$ cat src/rtl/alu_arbiter.sv
// Round-robin arbiter that serialises two requesters' commands onto one
// multi-cycle ALU, sequencing load/persist control and returning one tagged result.
module alu_arbiter #(
    parameter  int unsigned ALU_LAT = 2,
    localparam int unsigned OP_W    = 3,
    localparam int unsigned DATA_W  = 8,
    localparam int unsigned SEL_W   = 7,
    localparam int unsigned CNT_W   = 4
) (
    input  logic              clk,
    input  logic              rst,
    input  logic              on,
    input  logic              req0_valid,
    input  logic [OP_W-1:0]   req0_op,
    input  logic [DATA_W-1:0] req0_a,
    input  logic [DATA_W-1:0] req0_b,
    output logic              req0_ready,
    input  logic              req1_valid,
    input  logic [OP_W-1:0]   req1_op,
    input  logic [DATA_W-1:0] req1_a,
    input  logic [DATA_W-1:0] req1_b,
    output logic              req1_ready,
    output logic              resp_valid,
    output logic              resp_id,
    output logic [DATA_W-1:0] resp_data,
    output logic              resp_err,
    output logic [2:0]        alu_in_sel,
    output logic [DATA_W-1:0] alu_num1,
    output logic [DATA_W-1:0] alu_num2,
    output logic [SEL_W-1:0]  alu_out_sel,
    input  logic [DATA_W-1:0] alu_out,
    output logic [1:0]        state
);

    typedef enum logic [1:0] {
        S_IDLE = 2'b00,
        S_LOAD = 2'b01,
        S_WAIT = 2'b10,
        S_RESP = 2'b11
    } state_t;

    typedef struct packed {
        logic [OP_W-1:0]   op;
        logic [DATA_W-1:0] a;
        logic [DATA_W-1:0] b;
    } cmd_t;

    localparam logic [2:0]       IN_IDLE    = 3'b000;
    localparam logic [2:0]       IN_RST     = 3'b001;
    localparam logic [2:0]       IN_LOAD    = 3'b010;
    localparam logic [2:0]       IN_HOLD    = 3'b100;
    localparam logic [OP_W-1:0]  OP_ILLEGAL = 3'd7;
    localparam logic [SEL_W-1:0] SEL_TOP    = 7'b1000000;

    state_t              r_state, w_state;
    logic [CNT_W-1:0]    r_cnt, w_cnt;
    logic                r_last, w_last;
    logic                r_id, w_id;
    logic                r_resp_valid, w_resp_valid;
    logic                r_resp_id, w_resp_id;
    logic                r_resp_err, w_resp_err;
    logic [DATA_W-1:0]   r_resp_data, w_resp_data;
    logic [2:0]          r_in_sel, w_in_sel;
    logic [DATA_W-1:0]   r_num1, w_num1;
    logic [DATA_W-1:0]   r_num2, w_num2;
    logic [SEL_W-1:0]    r_out_sel, w_out_sel;

    logic                w_gnt_id;
    logic                w_can_grant;
    logic                w_accept;
    cmd_t                w_cmd;

    // Grant: a lone valid requester wins; on a tie, the one not granted last wins.
    always_comb begin
        w_gnt_id    = req1_valid & (~req0_valid | ~r_last);
        w_can_grant = (r_state == S_IDLE) && on;
        req0_ready  = w_can_grant && req0_valid && !w_gnt_id;
        req1_ready  = w_can_grant && req1_valid && w_gnt_id;
        w_accept    = req0_ready || req1_ready;
        w_cmd       = w_gnt_id ? cmd_t'{req1_op, req1_a, req1_b}
                               : cmd_t'{req0_op, req0_a, req0_b};
    end

    // Next state plus next value of every registered output.
    always_comb begin
        w_state      = r_state;
        w_cnt        = r_cnt;
        w_last       = r_last;
        w_id         = r_id;
        w_resp_valid = 1'b0;
        w_resp_id    = r_resp_id;
        w_resp_err   = r_resp_err;
        w_resp_data  = r_resp_data;
        w_in_sel     = IN_IDLE;
        w_num1       = '0;
        w_num2       = '0;
        w_out_sel    = '0;
        case (r_state)
            S_IDLE: begin
                if (w_accept) begin
                    w_last = w_gnt_id;
                    w_id   = w_gnt_id;
                    if (w_cmd.op == OP_ILLEGAL) begin
                        w_state      = S_RESP;
                        w_resp_valid = 1'b1;
                        w_resp_id    = w_gnt_id;
                        w_resp_err   = 1'b1;
                        w_resp_data  = '0;
                    end else begin
                        w_state   = S_LOAD;
                        w_in_sel  = IN_LOAD;
                        w_num1    = w_cmd.a;
                        w_num2    = w_cmd.b;
                        w_out_sel = SEL_W'(SEL_TOP >> w_cmd.op);
                    end
                end
            end
            S_LOAD: begin
                w_state   = S_WAIT;
                w_cnt     = CNT_W'(ALU_LAT);
                w_in_sel  = IN_HOLD;
                w_num1    = r_num1;
                w_num2    = r_num2;
                w_out_sel = r_out_sel;
            end
            S_WAIT: begin
                if (r_cnt <= CNT_W'(1)) begin
                    // Last persist cycle: capture the ALU result on this edge.
                    w_state      = S_RESP;
                    w_cnt        = '0;
                    w_resp_valid = 1'b1;
                    w_resp_id    = r_id;
                    w_resp_err   = 1'b0;
                    w_resp_data  = alu_out;
                end else begin
                    w_cnt     = r_cnt - CNT_W'(1);
                    w_in_sel  = IN_HOLD;
                    w_num1    = r_num1;
                    w_num2    = r_num2;
                    w_out_sel = r_out_sel;
                end
            end
            S_RESP: begin
                w_state = S_IDLE;
            end
            default: begin
                w_state = S_IDLE;
            end
        endcase
    end

    // State and output registers; reset parks the ALU in its reset control.
    always_ff @(posedge clk) begin
        if (!rst) begin
            r_state      <= S_IDLE;
            r_cnt        <= '0;
            r_last       <= 1'b1;
            r_id         <= 1'b0;
            r_resp_valid <= 1'b0;
            r_resp_id    <= 1'b0;
            r_resp_err   <= 1'b0;
            r_resp_data  <= '0;
            r_in_sel     <= IN_RST;
            r_num1       <= '0;
            r_num2       <= '0;
            r_out_sel    <= '0;
        end else begin
            r_state      <= w_state;
            r_cnt        <= w_cnt;
            r_last       <= w_last;
            r_id         <= w_id;
            r_resp_valid <= w_resp_valid;
            r_resp_id    <= w_resp_id;
            r_resp_err   <= w_resp_err;
            r_resp_data  <= w_resp_data;
            r_in_sel     <= w_in_sel;
            r_num1       <= w_num1;
            r_num2       <= w_num2;
            r_out_sel    <= w_out_sel;
        end
    end

    assign state       = r_state;
    assign resp_valid  = r_resp_valid;
    assign resp_id     = r_resp_id;
    assign resp_err    = r_resp_err;
    assign resp_data   = r_resp_data;
    assign alu_in_sel  = r_in_sel;
    assign alu_num1    = r_num1;
    assign alu_num2    = r_num2;
    assign alu_out_sel = r_out_sel;

endmodule

$ cat config.mk
export PLATFORM = sky130hd
export DESIGN_NAME = alu_arbiter
export DESIGN_NICKNAME = d
export VERILOG_FILES = /design/src/rtl/alu_arbiter.sv
export SDC_FILE = /design/constraint.sdc
export NUM_CORES = 1
export LEC_CHECK = 0
export CAP_MARGIN = 20
export CORE_ASPECT_RATIO = 1.5
export CORE_UTILIZATION = 42
export CTS_CLUSTER_SIZE = 14
export DETAILED_ROUTE_END_ITERATION = 16
export PLACE_DENSITY = 0.79
export SETUP_SLACK_MARGIN = 0.15
export SYNTH_ARGS = -nofsm -noshare
export SYNTH_HDL_FRONTEND = slang
export SYNTH_SLANG_ARGS = --single-unit
$ cat constraint.sdc
create_clock -name clk -period 2.6 [get_ports clk]
set_input_delay 0.39 -clock clk [delete_from_list [all_inputs] [get_ports clk]]
set_output_delay 0.39 -clock clk [all_outputs]
set_load 0.02 [all_outputs]
-- After elaboration in Yosys (flattened, before gate mapping)
Index checks and enable logic that the tools add are counted.
W data, S select, Z words.
- bitwise operators: 5
- equal/unequal tests: 7
- reduce and logical (&&, ||, !) cells: 14
- shift-type cells: 1
- order comparisons: 1
- mux-type cells: 38
- add/sub/neg operators: 1
- operator list (operator ; count):
    $mux W8 ; 8
    $pmux W8 S3 ; 2
    $mux W7 ; 3
    $pmux W7 S3 ; 1
    $mux W19 ; 1
    $pmux W8 S2 ; 1
    $mux W2 ; 5
    $mux W1 ; 9
    $pmux W3 S3 ; 1
    $pmux W2 S4 ; 1
    $pmux W4 S2 ; 1
    $shr A7 B3 Y7 const A ; 1
    $pmux W1 S2 ; 3
    $reduce_and A2 Y1 ; 3
    $logic_and A1 B1 Y1 ; 5
    $eq A2 B2 Y1 const B ; 2
    $le A4 B1 Y1 const B ; 1
    $mux W4 ; 1
    $ne A2 B2 Y1 const B ; 2
    $reduce_and A4 Y1 ; 1
    $reduce_bool A2 Y1 ; 2
    $sub A4 B1 Y4 const B ; 1
    $eq A3 B3 Y1 const B ; 1
    $mux W3 ; 1
    8 further kinds ; 10
- word-level logic and storage cells: 79
- register bits: 45
- output and inout port bits: 41

-- Logic depth before layout (Yosys ltp)
- word-level depth: 8
- depth in mapped cells: 11
- mapped depth without buffers: 7

-- Least setup slack after synthesis
Ideal clock, no wire load.
- path type: reg2reg
- from: register r_state[0], in the netlist state[0]
- to: register r_num2[2], in the netlist alu_num2[2]
- slack: 0.226 ns
- period minus slack after synthesis: 2.374 ns
- data required time: 2.515 ns
- stages on the path, launching flop included: 11
- data arrival time: 2.290 ns
- cells stage by stage: dfxtp_1 inv_1 ha_1 o31a_1 buf_6 or2_0 buf_2 or3_1 buf_6 buf_6 o31ai_2
- longest elaborated chain between the ends: 7
- elaborated cells on any way between the ends: 14
- those cells by class: eq/ne (3); mux (2); bitwise (1); reduce/logical (8)
- ends and longest elaborated chain (item ; line ; source):
    start: declaration ; 55 ; state_t r_state, w_state;
    start signal: assignment ; 168 ; r_state <= w_state;
    $logic_not A2 Y1 ; 76, 98 ;
    $logic_and A1 B1 Y1 ; 76 ; w_can_grant = (r_state == S_IDLE) && on;
    $logic_and A1 B1 Y1, on equally long branches (2 in a row) ; 77, 78 ;
    $logic_or A1 B1 Y1 ; 79 ; w_accept = req0_ready || req1_ready;
    $mux W8 ; 100 ; if (w_accept) begin
    $pmux W8 S3 ; 98 ; case (r_state)
    end signal: assignment ; 178 ; r_num2 <= w_num2;
    end: declaration ; 65 ; logic [DATA_W-1:0] r_num2, w_num2;
Parallel ways exist; a longest one is shown, timed or not.
A chain may end at the register's enable or synchronous reset.

-- Final worst setup path
- from: input req1_valid
- to: output req0_ready
- longest elaborated chain between the ends: 3
- ends and longest elaborated chain (item ; line ; source):
    start: declaration ; 18 ; input logic req1_valid,
    $and A1 B1 Y1 ; 75 ; w_gnt_id = req1_valid & (~req0_valid | ~r_last);
    $logic_not A1 Y1 ; 77 ; req0_ready = w_can_grant && req0_valid && !w_gnt_id;
    $logic_and A1 B1 Y1 ; 77 ;
    end: declaration ; 17 ; output logic req0_ready,
No other way between the ends.

==> summary.txt <==
Drt
  – Routed wire length: 5850 um
  – DR WL met3: 237 um
  – Drt first pass iters: 4
  – Top layer in use: met4
  – DR vias: 2,112
  – Vias per cell: 5.36
  – WL/cell: 14.8 um
  – Drt initial violations: 50
  – DR WL met2: 3080 um
  – Post-route ant nets: 0
  – Drc violations: 0
  – M1 wire length: 2290 um

Final layout
  – Most frequent cells in the layout: clkdlybuf4s50_1, dfxtp_1, nand3_1
  – Commonest non-fill, non-tap cell in the layout: clkdlybuf4s50_1
  – # diodes: 0
  – Layout cells sized above 1: 12.2%
  – Synth-to-Final Area Change: 53.6%
  – Total Nets Final: 385

Synth
  – Register area share after synthesis: 41.2%
  – Post-synthesis cell type count: 31
  – Synth warn: 0
  – Asr flop ratio synth: 0%
  – Top FF cell, synth: dfxtp_1
  – Post-synth EDFFs: 0
  – Synth Register Bits: 45
  – Synth Cell Area: 2180 um^2
  – Syn avg cell area: 9.34 um^2
  – Syn Nets: 292
  – Instance count of the mapped netlist: 234

Floorplan
  – Chip Width: 60.9 um
  – Starting Density: 44.3%
  – Row cnt: 31
  – Die ar.: 5500 um^2
  – Die H: 90.3 um
  – Ports: 92
  – Core area: 4930 um^2

STA
  – Fmax: 422 MHz
  – Final setup viols: 0
  – Skew final: 5.45 ps
  – Period Utilization, post-route: 91.1%
  – Slew headroom: 52.4%
  – RSZ-0062 raised after global routing: no
  – Final hold vios: 0
  – Tmin final: 2370 ps
  – Final Slew Violations: 0
  – Actual slew at the worst max-slew pin: 711 ps
  – Setup_tns: 0 ps

CTS
  – Max clock buf depth: 2
  – CTS Hold Bufs: 0
  – Clock-pin slew on the worst setup and hold paths: 80 ps
  – CTS sink count: 45
  – Root buffer cell: clkbuf_8
  – CTS Buf Count: 5
  – H-tree Lvls: 2
  – Worst-Skew Late Latency: 300 ps
  – TritonCTS clock tree: yes

Pwr
  – Net switching power figure: 0.850 mW
  – Pleak: 1.29 nW
  – Seq pwr share: 34.7%
  – Total power: 2.40 mW
  – Clock share of power: 22.6%
  – Logic pwr share: 42.7%
  – Sw frac: 35.3%
  – Peak supply drop: 0.419 mV
  – Pwr per Cell Area: 717 nW/um^2
  – Internal Power: 1.56 mW

GRT
  – Pin count of the biggest net entering global routing: 38
  – First-pass GRT wire length: 9220 um
  – Total grt overflow: 0
  – Initial antenna violation count: 0
  – Number of global-route vias before repair: 1,974
  – GRT Total Usage: 22.3%

Setup path
  – Kind of start point of the critical path: primary input
  – CP Buf/Inv Count: 3
  – CP max stage delay: 530 ps
  – Worst EP required: 2210 ps
  – Worst EP arrival: 1980 ps
  – Top delay family on crit path: buffers and inverters
  – Crit path top cell by count: clkdlybuf4s50_1
  – CP Max Fanout: 17
  – Crit Path Class: primary input to output pin
  – CP Capture Type: output pin
  – Cell Chain, Critical Path: clkdlybuf4s50_1, a21boi_4, buf_8, nor2_1, clkdlybuf4s50_1
  – Worst path slowest cell: clkdlybuf4s50_1

Status
  – Outcome: finished clean

Hold path
  – Hold/Removal Path Class: flip-flop to flip-flop

Placed design
  – Buffers on Ports: 91
  – HPWL after DPL: 4320 um
  – Routability cong.: 0.822

Job
  – Max cap viols: 0
==> Yosys cell counts (2+ instances only) <==
library cell	number	area, um^2
buf_6	3	33.8
o31ai_4	2	42.5
nand4_1	2	12.5
ha_1	7	87.6
mux2i_1	27	270
inv_1	8	30.0
nor3_1	4	20.0
clkbuf_1	12	45.0
o211ai_1	2	15.0
buf_2	2	10.0
nor2_1	14	52.6
nand3_1	30	150
a32oi_1	3	26.3
o31ai_2	8	100
o21ai_0	8	40.0
nor4_1	3	18.8
dfxtp_1	45	901
buf_1	3	11.3
nand2_1	17	63.8
o31a_1	2	17.5
o31ai_1	6	45.0
nand2b_1	2	12.5
a21oi_1	11	55.1
a311oi_1	2	17.5
mux2_2	5	56.3
==> path summary, 6_finish.rpt <==
| path | to | depth (start not counted) | slack (ps) | from |
|---|---|---|---|---|
| max | req0_ready | 5 | 230 | req1_valid |
| min | resp_data[0] | 2 | 460 | resp_data[0] |
| max reg2reg | alu_num1[6] | 8 | 440 | r_cnt[0] |
| min reg2reg | resp_data[0] | 2 | 460 | resp_data[0] |
==> sequential cells by signal, summed over array words and instances (netlist names) <==
register	flops
resp_err	1
r_id	1
r_last	1
resp_data	8
alu_in_sel	3
r_cnt	4
alu_out_sel	7
resp_id	1
alu_num1	8
resp_valid	1
state	2
alu_num2	8
==> metrics by stage <==
stage | cell area (um^2) | setup slack, ps | hold slack, ps | util (%) | instances
after floorplan | 2180 | 226 | 436 | - | 234
after global placement | 3210 | 55.3 | 439 | 65.2 | 385
after detailed placement | 3210 | 30.4 | 451 | 65.2 | 385
after CTS | 3340 | 169 | 463 | 67.8 | 393
after global routing | 3360 | 164 | 492 | 68.1 | 394
final | 3360 | 232 | 460 | 68.1 | 394
==> worst min-delay path, cell delays in order (launching register included) <==
cell	delay [ps]
dfxtp_1	310
nand2_1	50
mux2i_1	50
==> layer usage <==
layer  GRT usage (%)  up-vias
met5               0        -
li1                -     1036
met3            4.73       17
met1            24.4      997
met2            38.5       62
met4            11.7        0
==> cell families after synthesis <==
logic type	after synthesis	synth area share (%)
AOI/OAI and AO/OA	47	17.8
adders and majority gates	7	4.01
buffers and inverters	28	5.96
DFF	45	41.2
muxes	32	14.9
and+or+nand+nor	75	16.0
==> area by class of cell <==
type,count,area [um^2]
fillers,409,1570
well taps,66,82.6
inverters,8,30.0
clock inverters,1,30.0
clock buffers,7,86.3
repair buffers,106,1060
flip-flops and latches,45,901
multi-input cells,161,1170
==> power groups by stage <==
| stage | Combinational, mW | Clock, mW | Sequential, mW |
|---|---|---|---|
| finish | 1.03 | 0.544 | 0.834 |
| global route | 1.11 | 0.588 | 0.845 |
| CTS | 1.02 | 0.557 | 0.834 |
| detailed placement | 1.01 | 0 | 0.848 |
| global placement | 0.988 | 0 | 0.847 |
| floorplan | 0.515 | 0 | 0.933 |
==> repair_timing <==
item / CTS / global route
setup buffers: 0 / 1
setup endpoints to repair: 1 / 2
endpoints found under the hold margin: 0 / 0
resized for setup: 2 / 3
No activity file was read; power rests on OpenSTA's default activity.
